`src/rtl/exe_mem_sched.sv`:
```
// exe_mem_sched: pipeline hazard and data-memory scheduler.
// Freezes the whole pipe while the load/store at the EXE/MEM outputs runs a
// req/ack handshake with data memory (with a timeout abort), inserts a
// load-use bubble into ID/EXE, and counts PC-stall cycles (saturating).
module exe_mem_sched #(
    parameter int unsigned MEM_TIMEOUT = 16
) (
    input  logic        clk,
    input  logic        rst_n,
    input  logic [15:0] i_mem_ctrl,
    input  logic [15:0] i_exe_ctrl,
    input  logic [3:0]  i_exe_rd,
    input  logic [3:0]  i_id_rs1,
    input  logic [3:0]  i_id_rs2,
    input  logic        i_mem_ack,
    output logic        o_hold_pc,
    output logic        o_hold_if_id,
    output logic        o_hold_id_exe,
    output logic        o_hold_exe_mem,
    output logic        o_hold_mem_wb,
    output logic        o_bubble_id_exe,
    output logic        o_mem_req,
    output logic        o_mem_we,
    output logic        o_mem_err,
    output logic [15:0] o_stall_cnt
);

    typedef enum logic [1:0] {
        ST_IDLE,
        ST_WAIT,
        ST_DONE
    } state_t;

    // Last WAIT cycle count before the access is abandoned.
    localparam logic [7:0] TMO_LAST = 8'(MEM_TIMEOUT - 1);

    state_t      r_state;
    logic [7:0]  r_tcnt;
    logic        r_mem_req;
    logic        r_mem_we;
    logic        r_mem_err;
    logic [15:0] r_stall_cnt;

    logic w_mem_op;
    logic w_mem_stall;
    logic w_hazard;
    logic w_timeout;
    logic w_unused_ctrl;

    // Only the low control bits matter to the scheduler.
    assign w_unused_ctrl = ^{i_mem_ctrl[15:2], i_exe_ctrl[15:1]};

    // Stall sources: memory access in progress and load-use hazard.
    always_comb begin
        w_mem_op    = i_mem_ctrl[0] | i_mem_ctrl[1];
        w_mem_stall = ((r_state == ST_IDLE) && w_mem_op) || (r_state == ST_WAIT);
        w_hazard    = i_exe_ctrl[0] && (i_exe_rd != 4'd0) &&
                      ((i_exe_rd == i_id_rs1) || (i_exe_rd == i_id_rs2));
        w_timeout   = (r_tcnt == TMO_LAST);
    end

    // Hold/bubble outputs; memory stall wins over load-use, reset freezes all.
    always_comb begin
        o_hold_pc       = !rst_n || w_mem_stall || w_hazard;
        o_hold_if_id    = !rst_n || w_mem_stall || w_hazard;
        o_hold_id_exe   = !rst_n || w_mem_stall;
        o_hold_exe_mem  = !rst_n || w_mem_stall;
        o_hold_mem_wb   = !rst_n || w_mem_stall;
        o_bubble_id_exe = rst_n && !w_mem_stall && w_hazard;
    end

    // Memory handshake FSM with registered req/we/err and timeout counter.
    always_ff @(posedge clk or negedge rst_n) begin
        if (!rst_n) begin
            r_state   <= ST_IDLE;
            r_tcnt    <= '0;
            r_mem_req <= 1'b0;
            r_mem_we  <= 1'b0;
            r_mem_err <= 1'b0;
        end else begin
            r_mem_err <= 1'b0;
            unique case (r_state)
                ST_IDLE: begin
                    r_tcnt <= '0;
                    if (w_mem_op) begin
                        r_state   <= ST_WAIT;
                        r_mem_req <= 1'b1;
                        r_mem_we  <= i_mem_ctrl[1];
                    end
                end
                ST_WAIT: begin
                    if (i_mem_ack) begin
                        r_state   <= ST_DONE;
                        r_mem_req <= 1'b0;
                        r_mem_we  <= 1'b0;
                    end else if (w_timeout) begin
                        r_state   <= ST_DONE;
                        r_mem_req <= 1'b0;
                        r_mem_we  <= 1'b0;
                        r_mem_err <= 1'b1;
                    end else begin
                        r_tcnt <= r_tcnt + 8'd1;
                    end
                end
                ST_DONE: begin
                    r_state <= ST_IDLE;
                end
                default: begin
                    r_state <= ST_IDLE;
                end
            endcase
        end
    end

    // Saturating count of cycles in which the PC is held.
    always_ff @(posedge clk or negedge rst_n) begin
        if (!rst_n) begin
            r_stall_cnt <= '0;
        end else if (o_hold_pc && (r_stall_cnt != '1)) begin
            r_stall_cnt <= r_stall_cnt + 16'd1;
        end
    end

    assign o_mem_req   = r_mem_req;
    assign o_mem_we    = r_mem_we;
    assign o_mem_err   = r_mem_err;
    assign o_stall_cnt = r_stall_cnt;

endmodule

```
`config.mk`:
```
export PLATFORM = sky130hd
export DESIGN_NAME = exe_mem_sched
export DESIGN_NICKNAME = d
export VERILOG_FILES = /design/src/rtl/exe_mem_sched.sv
export SDC_FILE = /design/constraint.sdc
export NUM_CORES = 1
export LEC_CHECK = 0
export ABC_AREA = 1
export CAP_MARGIN = 0
export CORE_ASPECT_RATIO = 0.8
export CORE_MARGIN = 4
export CORE_UTILIZATION = 44
export DETAILED_ROUTE_END_ITERATION = 12
export PLACE_DENSITY = 0.8
export SYNTH_ARGS = -nofsm -noshare
export SYNTH_HDL_FRONTEND = slang
export SYNTH_SLANG_ARGS = --single-unit
```
`constraint.sdc`:
```
create_clock -name clk -period 1.62 [get_ports clk]
set_input_delay 0.162 -clock clk [delete_from_list [all_inputs] [get_ports clk]]
set_output_delay 0.162 -clock clk [all_outputs]
set_load 0.1 [all_outputs]
```
# --- Yosys cells after proc, flatten, opt, wreduce, memory -nomap -nowiden ---
# Cells that the tools add are included.
totals:
  reg_bits: 29
  input_bits: 47
  output_inout_bits: 25
  elab_cells: 52
op_classes:
  n_addsub: 2
  n_eq_ne: 9
  n_mux: 16
  n_bitwise: 1
  reduce_logical: 18
ops:
  columns: ["operator", "n"]
  rows:
  - ["adder 16 x 1 -> 16 bit (second input constant)", 1]
  - ["2-to-1 mux 8 bit", 2]
  - ["inequality test 16 bit (second input constant)", 1]
  - ["one-hot mux 8 bit (2 select lines)", 1]
  - ["adder 8 x 1 -> 8 bit (second input constant)", 1]
  - ["equality test 4 bit", 2]
  - ["equality test 8 x 4 -> 1 bit (second input constant)", 1]
  - ["2-to-1 mux 1 bit", 7]
  - ["logical AND 1 bit", 6]
  - ["2-to-1 mux 2 bit", 3]
  - ["inequality test 2 bit (second input constant)", 3]
  - ["AND reduction 3 bit", 2]
  - ["logical OR 1 bit", 4]
  - ["one-hot mux 1 bit (2 select lines)", 2]
  - ["one-hot mux 2 bit (2 select lines)", 1]
  - ["nonzero test 4 bit", 1]
  - ["inequality test 3 bit (second input constant)", 1]
  - ["equality test 2 x 1 -> 1 bit (second input constant)", 1]
  - ["logical NOT 1 bit", 2]
  - ["logical NOT 2 bit", 1]
  - ["AND reduction 2 bit", 1]
  - ["nonzero test 2 bit", 1]
  - ["OR 1 bit", 1]

# --- Depth between registers and ports, before layout ---
depth:
  depth_word: 6
  ltp_mapped: 12
  ltp_nobuf: 11

# --- Least setup slack after synthesis ---
# Ideal clock, no wire load.
synth_timing:
  kind: "reg-to-output"
  startpoint: "register r_state[0]"
  endpoint: "output port o_bubble_id_exe"
  arrival_time_ns: 2.541
  t_required_ns: 1.458
  path_slack_ns: -1.083
  stages_incl_launch_ff: 6
  n_path_buf: 0
  cell_sequence: "dfrtp_1 inv_1 nor2_2 inv_2 nand3_2 nor2_1"
synth_between:
  elab_chain_cells: 6
  word_cells_on_any_way: 7
  cone_classes: "1 x eq/ne; 6 x reduce/logical"
synth_lines:
  columns: ["element", "line_no", "source"]
  rows:
  - ["start, declared", "37", "state_t r_state;"]
  - ["start signal, assigned", "75", "r_state <= ST_IDLE;"]
  - ["start signal, assigned", "86", "r_state <= ST_WAIT;"]
  - ["start signal, assigned", "93", "r_state <= ST_DONE;"]
  - ["logical NOT 2 bit", "56", "w_mem_stall = ((r_state == ST_IDLE) && w_mem_op) || (r_state == ST_WAIT);"]
  - ["logical AND 1 bit", "56", null]
  - ["logical OR 1 bit (*)", "56", null]
  - ["logical NOT 1 bit (*)", "69", "o_bubble_id_exe = rst_n && !w_mem_stall && w_hazard;"]
  - ["logical AND 1 bit (*) (2 in a row)", "69", null]
  - ["end, declared", "21", "output logic o_bubble_id_exe,"]
# Mark *: on every way between the ends. The rest lies on a longest branch, timed or not.

# --- Worst setup path after layout ---
layout_timing:
  startpoint: "register r_tcnt[1]"
  endpoint: "register r_mem_we, in the netlist o_mem_we"
layout_between:
  elab_chain_cells: 3
layout_lines:
  columns: ["element", "line_no", "source"]
  rows:
  - ["start, declared", "38", "logic [7:0] r_tcnt;"]
  - ["start signal, assigned", "102", "r_tcnt <= r_tcnt + 8'd1;"]
  - ["equality test 8 x 4 -> 1 bit", "59", "w_timeout = (r_tcnt == TMO_LAST);"]
  - ["inequality test 3 bit (no line)", null, null]
  - ["AND reduction 3 bit (no line)", null, null]
  - ["end signal, assigned", "88", "r_mem_we <= i_mem_ctrl[1];"]
  - ["end, declared", "40", "logic r_mem_we;"]
# No other way between the ends.
# A chain may end at the register's enable or synchronous reset.

==> out/results.tsv <==
stage	metric	value	unit
critical_path	Startpoint Class	flop	
cts	CTS tree	yes	
cells_and_area	share of cells above drive strength 1	0.430	
routing	DRC	0	
cts	Post-CTS Hold Buffers	0	
critical_path	WP buf/inv	1	
routing	Vias/cell	5.44	
routing	wire length on met2	3210	µm
sta	Slew headroom	0.748	
critical_path	critical path class	flop to flop	
die	height of the die	67.1	µm
global_route	grt total ovfl	0	
cells_and_area	fin cells	401	
power_and_ir_drop	leakage power	1.55	nW
sta	RSZ-0062 raised after global routing	yes	
cells_and_area	antenna cell count	0	
sta	Max Fclk	558	MHz
cells_and_area	final instance area	0.00322	mm²
sta	setup ws final	-172	ps
power_and_ir_drop	Peak VDD IR	1.21	mV
yosys	syn_nets	309	
min_path	Worst Hold Class	input port to async pin	
global_route	initial antenna violation count	0	
placed_design	area of placed instances	0.00287	mm²
yosys	Avg Synthesized Cell Area	7.40	µm²
critical_path	Top cell by count, worst path	nand2_4	
cts	Root Buffer	clkbuf_8	
die	Die Footprint	0.00550	mm²
yosys	flops & latches, synth	29	
job	Max-Cap Viols	0	
sta	setup violators final	18	
sta	period utilization	1.11	
routing	top sig layer	met4	
cts	H-Tree Depth	2	
die	Core Footprint	0.00420	mm²
critical_path	reg2reg path depth	9	
cts	CTS sink count	29	
global_route	pin count of the biggest net entering global routing	30	
die	Die X	81.9	µm
sta	final hold violations	0	
critical_path	CP top delay family	simple AND/OR/NAND/NOR gates	
routing	DR iter-0 viols	299	
die	I/O pin cnt	72	
cts	total CTS buffers	5	
placed_design	Post-DP HPWL	3860	µm
cells_and_area	Layout Area Growth over Synthesis	67.3	%
critical_path	setup slack on the worst flop-to-flop path	-170	ps
placed_design	dpl cells	377	
critical_path	Crit path largest cell delay	440	ps
die	Initial Util	0.457	
die	num rows	21	
routing	vias	2183	
routing	met1 wire length	2670	µm
routing	WL met3	634	µm
cts	Clk Latency, worst-skew pair	300	ps
routing	WL final	6900	µm
yosys	Post-Syn Instances	260	
critical_path	Critical Path RT	1810	ps
yosys	sequential share of the synthesized area	0.377	
routing	drt pass-1 iters	5	
yosys	Syn. warnings	0	
critical_path	Reg-to-Reg End	o_mem_we	
cells_and_area	Final Util	0.765	
yosys	Mapped Area	0.00192	mm²
run_status	run status	finished, violations left	
placed_design	IO buf count	42	
critical_path	Crit Path Max Fanout	5	
critical_path	Critical Path Slowest Stage Cell	dfrtp_1	
sta	Worst-Margin Slew	377	ps
power_and_ir_drop	total power draw	0.00537	W
cells_and_area	fin nets	392	
critical_path	worst path arrival time	1980	ps
power_and_ir_drop	Cell Pwr Density	1670	mW/mm²
sta	Clock Skews	9.79	ps
global_route	total track usage	0.222	
placed_design	GP Congestion	0.848	
critical_path	crit-path cells	ha_4, nand2_4, nor2_4, nand4_1, nand2_4, buf_6, nand2_2, nand2_1, o21ai_0	
global_route	vias in the first global route	1981	
global_route	first-pass GRT wire length	9070	µm
critical_path	Worst R2R Start	r_tcnt[1]	
sta	fin crit period	1790	ps
routing	Antenna Nets Post-Route	0	
critical_path	Crit. End Element	flop	
routing	drt wl/cell	17.2	µm
cts	clock-pin slew on the worst setup and hold paths	70	ps
cts	CTS Buffer Depth	2	
sta	fin. max-slew vios	0	
yosys	Yosys cell types	28	
run_status	failing checks	setup timing	
[final cells by class]
type                       instances  area [µm²]
multi-input combinational        191        1150
clock inverter                     2        35.0
inverter                          34         128
fill                             270         987
timing repair buffer              82        1000
clock buffer                       6        72.6
sequential                        29         758
tap                               57        71.3
[worst max path at each step]
stage / start / to / slack (ps) / cells past startpoint
floorplan: r_state[0] / o_hold_pc / -90 / 7
global placement: i_exe_rd[2] / o_hold_if_id / -120 / 11
detailed placement: i_exe_rd[2] / o_stall_cnt[14] / -170 / 13
CTS: r_state[0] / o_hold_pc / -20 / 8
global route: r_tcnt[1] / o_mem_we / -220 / 9
finish: r_tcnt[1] / o_mem_we / -170 / 9
[Yosys cell counts]
cell type,count,area (µm²)
inv_1,27,101
buf_6,3,33.8
nor3b_2,1,12.5
nor3b_1,1,7.51
nor2_1,21,78.8
nand3_2,13,130
xor2_1,5,43.8
nand2_4,1,11.3
inv_2,7,26.3
xnor2_1,3,26.3
buf_4,3,22.5
nand2_1,95,357
dfrtp_1,29,726
nor3_1,5,25.0
nand3_1,14,70.1
nor3_2,1,10.0
nand2_2,4,25.0
ha_1,2,25.0
o21a_1,1,7.51
o21ai_1,3,15.0
nand4_1,2,12.5
buf_12,1,20.0
nor2_2,6,37.5
nand4_4,1,21.3
o21ai_2,1,8.76
o21ai_0,3,15.0
nor2_4,3,33.8
a21oi_1,4,20.0
[kinds of logic after synthesis]
logic type,synth area share
buffers and inverters,0.106
and+or+nand+nor,0.433
AOI/OAI and AO/OA,0.0345
DFF,0.377
xor gates and xnor gates,0.0364
adders and majority gates,0.0130
[report_power, final]
| part | internal [W] | total, W | switching (W) | leakage, nW |
|---|---|---|---|---|
| logic | 0.00132 | 0.00342 | 0.00210 | 1.13 |
| clock network | 0.000456 | 0.000771 | 0.000315 | 0.0552 |
| registers | 0.000923 | 0.00118 | 0.000259 | 0.363 |
| total | 0.00270 | 0.00537 | 0.00267 | 1.55 |
[routing by layer]
metal | global-route usage | vias up
li1 | - | 973
met1 | 0.277 | 1013
met3 | 0.0547 | 44
met5 | 0 | -
met4 | 0.102 | 0
met2 | 0.363 | 153
[stage by stage]
| step | hold slack (ps) | setup slack [ps] | setup TNS, ps |
|---|---|---|---|
| detailed placement | 522 | -165 | -2290 |
| global placement | 509 | -124 | -1410 |
| finish | 368 | -172 | -1200 |
| global route | 401 | -217 | -2270 |
| CTS | 388 | -15.3 | -26.8 |
| floorplan | -134 | -91.7 | -320 |
[placed cells by master (no fill, tap or decap), types with 2 or more instances in the layout]
cell	instances
a21oi_1	2
a21oi_2	2
buf_12	26
buf_4	35
buf_6	2
clkbuf_8	5
clkdlybuf4s50_1	5
dfrtp_1	13
dfrtp_2	11
dfrtp_4	5
dlygate4sd2_1	12
ha_4	2
inv_1	26
inv_2	8
nand2_1	92
nand2_2	4
nand2_4	5
nand3_1	11
nand3_2	13
nand3_4	3
nand4_1	2
nor2_1	15
nor2_2	8
nor2_4	7
nor3_1	3
nor3_2	3
nor3b_2	2
o21ai_0	3
o21ai_1	2
o21ai_2	2
xnor2_1	3
xor2_1	5
[state kept, by name, summed over array words and instances (netlist names)]
name	flops
r_state	2
o_mem_req	1
o_stall_cnt	16
r_tcnt	8
o_mem_we	1
o_mem_err	1
[timing repair]
action                                  in CTS  in global routing
endpoints found under the hold margin        0                  0
resized for setup                           14                 27
endpoints found under the setup margin      14                 32
buffers inserted                             8                  8
pin swaps                                    8                 10
cloned                                       0                  2
Power figures use the tool's default switching activity.
